File: src/rtl/operand_fetch_unit_if.sv
// ID-to-EX handshake bundle for the operand fetch unit.
// The master side issues decoded requests and consumes operands; the slave is the unit.
interface operand_fetch_unit_if #(
    parameter int XLEN = 32
);
    logic            id_valid;
    logic            id_ready;
    logic [4:0]      id_rs1;
    logic [4:0]      id_rs2;
    logic [4:0]      id_rd;
    logic            id_rd_wen;

    logic            ex_valid;
    logic            ex_ready;
    logic [XLEN-1:0] ex_rs1_data;
    logic [XLEN-1:0] ex_rs2_data;
    logic [4:0]      ex_rd;
    logic            ex_rd_wen;

    modport master (
        output id_valid, id_rs1, id_rs2, id_rd, id_rd_wen, ex_ready,
        input  id_ready, ex_valid, ex_rs1_data, ex_rs2_data, ex_rd, ex_rd_wen
    );

    modport slave (
        input  id_valid, id_rs1, id_rs2, id_rd, id_rd_wen, ex_ready,
        output id_ready, ex_valid, ex_rs1_data, ex_rs2_data, ex_rd, ex_rd_wen
    );
endinterface

File: src/rtl/operand_fetch_unit.sv
// Operand fetch: selects register-bank operands with write-back bypass, tracks
// in-flight destinations in a scoreboard and stalls RAW/WAW hazards.
module operand_fetch_unit #(
    parameter int XLEN   = 32,
    parameter bit FWD_EN = 1'b1
) (
    input  logic                 CLK,
    input  logic                 RSTN,
    operand_fetch_unit_if.slave  bus,
    input  logic [32*XLEN-1:0]   x_rdata,
    input  logic                 wb_wen,
    input  logic [4:0]           wb_rd,
    input  logic [XLEN-1:0]      wb_data,
    input  logic                 flush,
    output logic [31:0]          pend
);

    function automatic logic wb_hit(input logic [4:0] r, input logic wen,
                                    input logic [4:0] wrd);
        return wen && (wrd == r) && (r != 5'd0);
    endfunction

    logic [31:0]     pend_q, pend_nxt;
    logic            ex_valid_q;
    logic [XLEN-1:0] rs1_data_q, rs2_data_q;
    logic [4:0]      rd_q;
    logic            rd_wen_q;

    logic            hit_rs1, hit_rs2, hit_rd, hit_wb;
    logic            blk_rs1, blk_rs2, blk_waw;
    logic            ready, xfer, kill_ex;
    logic [XLEN-1:0] rs1_sel, rs2_sel;

    // Hazard detection and handshake; id_ready never looks at id_valid.
    always_comb begin
        hit_rs1 = wb_hit(bus.id_rs1, wb_wen, wb_rd);
        hit_rs2 = wb_hit(bus.id_rs2, wb_wen, wb_rd);
        hit_rd  = wb_hit(bus.id_rd,  wb_wen, wb_rd);
        hit_wb  = wb_hit(wb_rd,      wb_wen, wb_rd);

        blk_rs1 = (bus.id_rs1 != 5'd0) && pend_q[bus.id_rs1] && !(FWD_EN && hit_rs1);
        blk_rs2 = (bus.id_rs2 != 5'd0) && pend_q[bus.id_rs2] && !(FWD_EN && hit_rs2);
        blk_waw = bus.id_rd_wen && (bus.id_rd != 5'd0) && pend_q[bus.id_rd] && !hit_rd;

        ready   = !flush && (!ex_valid_q || bus.ex_ready) && !blk_rs1 && !blk_rs2 && !blk_waw;
        xfer    = bus.id_valid && ready;
        kill_ex = flush && ex_valid_q && rd_wen_q && (rd_q != 5'd0);
    end

    // NOTE: every variable written in an always_comb gets a default first, so no path leaves it unassigned and no latch is inferred.
    always_comb begin
        rs1_sel = '0;
        rs2_sel = '0;
        if (bus.id_rs1 != 5'd0) begin
            rs1_sel = (FWD_EN && hit_rs1) ? wb_data : x_rdata[bus.id_rs1*XLEN +: XLEN];
        end
        if (bus.id_rs2 != 5'd0) begin
            rs2_sel = (FWD_EN && hit_rs2) ? wb_data : x_rdata[bus.id_rs2*XLEN +: XLEN];
        end
    end

    // Later assignments override earlier ones, so a same-cycle set beats any clear.
    always_comb begin
        pend_nxt = pend_q;
        if (hit_wb) begin
            pend_nxt[wb_rd] = 1'b0;
        end
        if (kill_ex) begin
            pend_nxt[rd_q] = 1'b0;
        end
        if (xfer && bus.id_rd_wen && (bus.id_rd != 5'd0)) begin
            pend_nxt[bus.id_rd] = 1'b1;
        end
        pend_nxt[0] = 1'b0;
    end

    // NOTE: sequential state uses non-blocking assignments so every register samples pre-edge values.
    always_ff @(posedge CLK or negedge RSTN) begin
        if (!RSTN) begin
            pend_q <= '0;
        end else begin
            pend_q <= pend_nxt;
        end
    end

    always_ff @(posedge CLK or negedge RSTN) begin
        if (!RSTN) begin
            ex_valid_q <= 1'b0;
        end else if (flush) begin
            ex_valid_q <= 1'b0;
        end else if (xfer) begin
            ex_valid_q <= 1'b1;
        end else if (bus.ex_ready) begin
            ex_valid_q <= 1'b0;
        end
    end

    // Operand registers only move on a transfer; they hold through drain, stall and flush.
    always_ff @(posedge CLK or negedge RSTN) begin
        if (!RSTN) begin
            rs1_data_q <= '0;
            rs2_data_q <= '0;
            rd_q       <= '0;
            rd_wen_q   <= 1'b0;
        end else if (xfer) begin
            rs1_data_q <= rs1_sel;
            rs2_data_q <= rs2_sel;
            rd_q       <= bus.id_rd;
            rd_wen_q   <= bus.id_rd_wen;
        end
    end

    assign bus.id_ready    = ready;
    assign bus.ex_valid    = ex_valid_q;
    assign bus.ex_rs1_data = rs1_data_q;
    assign bus.ex_rs2_data = rs2_data_q;
    assign bus.ex_rd       = rd_q;
    assign bus.ex_rd_wen   = rd_wen_q;
    assign pend            = pend_q;

endmodule

File: src/flat_wrapper.sv
// flat-port wrapper written by rule: the top's interface ports become plain ports
module operand_fetch_unit_flat 
#(
    parameter int XLEN   = 32,
    parameter bit FWD_EN = 1'b1
)
  (CLK, RSTN, x_rdata, wb_wen, wb_rd, wb_data, flush, pend, bus_id_valid, bus_id_rs1, bus_id_rs2, bus_id_rd, bus_id_rd_wen, bus_ex_ready, bus_id_ready, bus_ex_valid, bus_ex_rs1_data, bus_ex_rs2_data, bus_ex_rd, bus_ex_rd_wen);
  operand_fetch_unit_if #(.XLEN(XLEN)) bus_i ();
  input  logic CLK;
  input  logic RSTN;
  input  logic [32*XLEN-1:0] x_rdata;
  input  logic wb_wen;
  input  logic [4:0] wb_rd;
  input  logic [XLEN-1:0] wb_data;
  input  logic flush;
  output logic [31:0] pend;
  input wire logic [$bits(bus_i.id_valid)-1:0] bus_id_valid;
  input wire logic [$bits(bus_i.id_rs1)-1:0] bus_id_rs1;
  input wire logic [$bits(bus_i.id_rs2)-1:0] bus_id_rs2;
  input wire logic [$bits(bus_i.id_rd)-1:0] bus_id_rd;
  input wire logic [$bits(bus_i.id_rd_wen)-1:0] bus_id_rd_wen;
  input wire logic [$bits(bus_i.ex_ready)-1:0] bus_ex_ready;
  output wire logic [$bits(bus_i.id_ready)-1:0] bus_id_ready;
  output wire logic [$bits(bus_i.ex_valid)-1:0] bus_ex_valid;
  output wire logic [$bits(bus_i.ex_rs1_data)-1:0] bus_ex_rs1_data;
  output wire logic [$bits(bus_i.ex_rs2_data)-1:0] bus_ex_rs2_data;
  output wire logic [$bits(bus_i.ex_rd)-1:0] bus_ex_rd;
  output wire logic [$bits(bus_i.ex_rd_wen)-1:0] bus_ex_rd_wen;
  assign bus_i.id_valid = bus_id_valid;
  assign bus_i.id_rs1 = bus_id_rs1;
  assign bus_i.id_rs2 = bus_id_rs2;
  assign bus_i.id_rd = bus_id_rd;
  assign bus_i.id_rd_wen = bus_id_rd_wen;
  assign bus_i.ex_ready = bus_ex_ready;
  assign bus_id_ready = bus_i.id_ready;
  assign bus_ex_valid = bus_i.ex_valid;
  assign bus_ex_rs1_data = bus_i.ex_rs1_data;
  assign bus_ex_rs2_data = bus_i.ex_rs2_data;
  assign bus_ex_rd = bus_i.ex_rd;
  assign bus_ex_rd_wen = bus_i.ex_rd_wen;
  operand_fetch_unit #(.XLEN(XLEN), .FWD_EN(FWD_EN)) u_core (.CLK(CLK), .RSTN(RSTN), .bus(bus_i), .x_rdata(x_rdata), .wb_wen(wb_wen), .wb_rd(wb_rd), .wb_data(wb_data), .flush(flush), .pend(pend));
endmodule
File: config.mk
export PLATFORM = sky130hd
export DESIGN_NAME = operand_fetch_unit_flat
export DESIGN_NICKNAME = d
export VERILOG_FILES = /design/src/rtl/operand_fetch_unit_if.sv /design/src/rtl/operand_fetch_unit.sv /design/src/flat_wrapper.sv
export SDC_FILE = /design/constraint.sdc
export NUM_CORES = 1
export LEC_CHECK = 0
export ABC_CLOCK_PERIOD_IN_PS = 3900
export BUFFER_PORTS_ARGS = -buffer_cell sky130_fd_sc_hd__buf_2
export CAP_MARGIN = 20
export CORE_AREA = 2 2 457 459
export CTS_BUF_LIST = sky130_fd_sc_hd__clkbuf_16
export DETAILED_ROUTE_END_ITERATION = 10
export DIE_AREA = 0 0 459 461
export GPL_TIMING_DRIVEN = 0
export SYNTH_ARGS = -nofsm -noshare
export SYNTH_HDL_FRONTEND = slang
export SYNTH_SLANG_ARGS = --single-unit
File: constraint.sdc
create_clock -name CLK -period 3.9 [get_ports CLK]
set_clock_uncertainty 0.15 [all_clocks]
set_input_delay 0.195 -clock CLK [delete_from_list [all_inputs] [get_ports CLK]]
set_output_delay 0.195 -clock CLK [all_outputs]
set_load 0.02 [all_outputs]
==> summary.md <==
| Metric | Value |
|---|---|
| Reg2reg setup slack | 0.07 ns |
| Average wire per standard cell | 46.6 um |
| Unique cell type count in the Yosys netlist | 43 |
| Failing checks | setup timing |
| Pwr dens | 239 nW/um^2 |
| Origin of the worst setup path | bus_id_rs2[1] |
| CP arrival | around 4.1 ns |
| Synth Flop Type | dfrtp_1 |
| Crit-path max FO | 10 |
| Area of the core | a little over 200000 sq um |
| Final core occ | 15.8% |
| Largest area contributor in the netlist | mux4_2 |
| Asr flop ratio synth | 100% |
| Count of non-filler cells in the finished layout | 5554 |
| H-tree levels | 3 |
| Post-route DRC violation count | 0 |
| FF-to-FF Start | u_core.pend[5]$_DFF_PN0_ |
| Vias per inst | 4.73 |
| Final ANT Viol Nets | 0 |
| Ports | 1187 |
| Share of cells above drive strength 1 | 76.9% |
| Row Count | around 170 |
| # clock sinks | just over 100 |
| Largest net degree at the start of global routing | 56 |
| Top cells by area, synth | mux4_2, dfrtp_1, a21oi_1 |
| Placed Cells | about 5.3k |
| Initial core utilization | 10.2% |
| Type of the worst setup path | in2reg |
| Routed wire length | 259 mm |
| Pint | 0.00386 W |
| Port Buffers | roughly 1.2k |
| Sequential share of the synthesized area | between 10% and 20% |
| Number of global-route vias before repair | 25.5k |
| Yosys warns | 0 |
| Worst setup margin | -0.0520 ns |
| Max-slew headroom | 10.6% |
| Synthesized instance count | about 1.4k |
| CP required | about 4.0 ns |
| Most frequent cell after synthesis | mux4_2 |
| FF+latch count, synth | 102 |
| Later-pin clock latency in the skew report | 0.44 ns |
| Final Hold Fails | 0 |
| Max layer used | met5 |
| Worst Setup End Kind | flip-flop |
| VDD IR-drop max | 263 uV |
| Final HPWL DP | 227 mm |
| Post-synth net total | 2480 |
| Psw | ~0.0039 W |
| Max Slew Vio Count | 0 |
| # setup viols final | 2 |
| Overall Global Routing Usage | a little under a quarter |
| DR vias | between 20k and 30k |
| M1 WL | 93.6 mm |
| Outcome | finished, violations left |
| Hold Crit Class | in2reg |
| Peak Freq | 253 MHz |
| Total grt overflow | 0 |
| Tightest Pin Transition | approximately 1.3 ns |
| R2R cell count | 10 |
| DP Area | 31200 sq um |
| Post-Syn Area per Cell | ~15 sq um |
| RSZ-0062 raised after global routing | false |
| Met2 WL post-DR | 121 mm |
| Pre-antenna DRT Iters | 9 |
| Switch share | 50.5% |
| R2r endpoint | u_core.bus.ex_valid$_DFFE_PN0P_ |
| Die boundary width | between 400 and 500 um |
| Critical Path Source Type | primary input |
| First-pass GRT wire length | 309 mm |
| Worst setup path endpoint | u_core.bus.ex_rs2_data[31]$_DFFE_PN0N_ |
| Final Wtd Congestion | 1.11 |
| Leak pwr | 12.3 nW |
| Period minus WS final | 3.95 ns |
| Max_cap viols | 0 |
| DRT iter0 DRCs | ~3.8k |
| Die ar. | 212000 sq um |
| Crit share post-route | 101% |
| CTS root buf | clkbuf_16 |
| Clock network fraction of design power | 13.5% |
| Area delta synth->final | 54.1% |
| Number of flops mapped to enable cells by yosys | 0 |
| Reg power frac | 19.2% |
| Total Nets Final | 3737 |
| Initial antenna violation count | 267 |
| Combinational fraction of design power | 67.3% |
| Post-route cell area | 32500 sq um |
| Die Y | about 460 um |
| Clock Tree Buf Depth | 2 |
| CTS buffer count | 9 |
| Synth top cells by count | mux4_2, a21oi_1, clkbuf_1 |
| Syn Std Cell Area | 21100 sq um |
| Clock transition at path regs | 0.10 ns |
| Metal3 WL | 26.3 mm |
| CTS tree | done |
| Top cell type's share of synthesized area | 70.6% |
| Worst Hold Path Cells | 3 |
==> final cells by class <==
type / instances / area [sq um]
fillers: 23015 / 174000
multi-input cells: 1078 / 17700
plain buffers: 216 / 1170
clock inverters: 7 / 50.0
repair buffers: 1246 / 6990
diodes: 191 / 478
well taps: 2704 / 3380
flip-flops and latches: 102 / 2550
inverters: 1 / 3.75
clock buffers: 9 / 225
==> layer usage <==
layer / track usage (%) / vias up
li1: - / 9342
met1: 26.4 / 13529
met2: 38.2 / 2565
met3: 7.74 / 720
met4: 14.6 / 90
met5: 0 / -
==> worst max-delay path, cell delays in order <==
cell and delay [ns]:
clkbuf_1 0.36, clkbuf_4 0.38, clkbuf_1 0.22, buf_8 0.20, clkbuf_2 0.26, buf_8 0.20
mux4_2 0.33, mux4_2 0.58, a222oi_1 1.14, a21oi_1 0.18
==> metrics by stage <==
step	hold WS, ns	worst slack [ns]	setup TNS (ns)	total power, W
finish	0.0646	-0.0520	-0.0631	0.00779
floorplan	-0.251	0.813	0	0.00377
global placement	0.231	-2.72	-138.27	0.00660
CTS	0.00143	0.00373	0	0.00787
detailed placement	0.0800	-1.43	-68.98	0.00672
global route	0.0384	0.0147	0	0.00808
==> state kept, by name, summed over array words and instances, names as in the netlist <==
register / flops
u_core.bus.ex_rs1_data: 32
u_core.bus.ex_rd_wen: 1
u_core.bus.ex_rd: 5
u_core.bus.ex_valid: 1
u_core.bus.ex_rs2_data: 32
u_core.pend: 31
==> worst min path at each step <==
stage	from	to	slack (ns)
floorplan	RSTN	u_core.bus.ex_rd[0]$_DFFE_PN0N_	-0.25
global placement	flush	u_core.bus.ex_valid$_DFFE_PN0P_	0.23
detailed placement	RSTN	u_core.bus.ex_rd[0]$_DFFE_PN0N_	0.08
CTS	wb_data[20]	u_core.bus.ex_rs1_data[20]$_DFFE_PN0N_	0.001
global route	wb_data[20]	u_core.bus.ex_rs2_data[20]$_DFFE_PN0N_	0.04
finish	wb_data[20]	u_core.bus.ex_rs1_data[20]$_DFFE_PN0N_	0.06
==> cells by family (layout without fill, tap and decap cells) <==
| family | Yosys count | count (layout) | synth area share, % |
|---|---|---|---|
| buffers and inverters | 217 | 1479 | 4.28 |
| DFF | 102 | 102 | 12.1 |
| muxes | 678 | 678 | 71.4 |
| and+or+nand+nor | 96 | 96 | 2.48 |
| other | 1 | 192 | 0.0178 |
| xor gates and xnor gates | 15 | 15 | 0.622 |
| AOI/OAI and AO/OA | 288 | 288 | 9.10 |
==> what timing repair did <==
item                                    4_1_cts  5_1_grt
hold buffers                                 33        0
setup buffers                                 1        0
resized for setup                            74        4
pin swaps                                     7        1
hold endpoints to repair                    100        0
endpoints found under the setup margin      100        3
==> power groups by stage <==
stage | registers, W | logic [W] | clock network, W
6_report | 0.00150 | 0.00525 | 0.00105
5_1_grt | 0.00152 | 0.00544 | 0.00112
4_1_cts | 0.00149 | 0.00529 | 0.00110
3_5_place_dp | 0.00151 | 0.00521 | 0
3_3_place_gp | 0.00150 | 0.00509 | 0
2_1_floorplan | 0.00172 | 0.00205 | 0
==> placed cells by master, fill, tap and decap left out, types with 4 or more instances in the layout <==
master	instances
a21oi_1	147
a222oi_1	64
a31o_2	21
a31oi_1	5
and2_1	4
and3_1	6
buf_1	16
buf_16	13
buf_2	1198
buf_4	30
buf_6	13
buf_8	24
clkbuf_1	81
clkbuf_16	9
clkbuf_2	35
clkbuf_4	8
clkdlybuf4s15_2	5
dfrtp_1	102
diode_2	191
dlygate4sd3_1	33
mux2_2	7
mux2i_1	9
mux4_2	662
nand2_1	27
nand3_1	7
nand3b_1	7
nor2_1	13
nor2b_1	5
nor3b_1	5
o21ai_0	32
o221ai_1	10
xnor2_1	11
xor2_1	4
No activity file was read; power rests on OpenSTA's default activity.
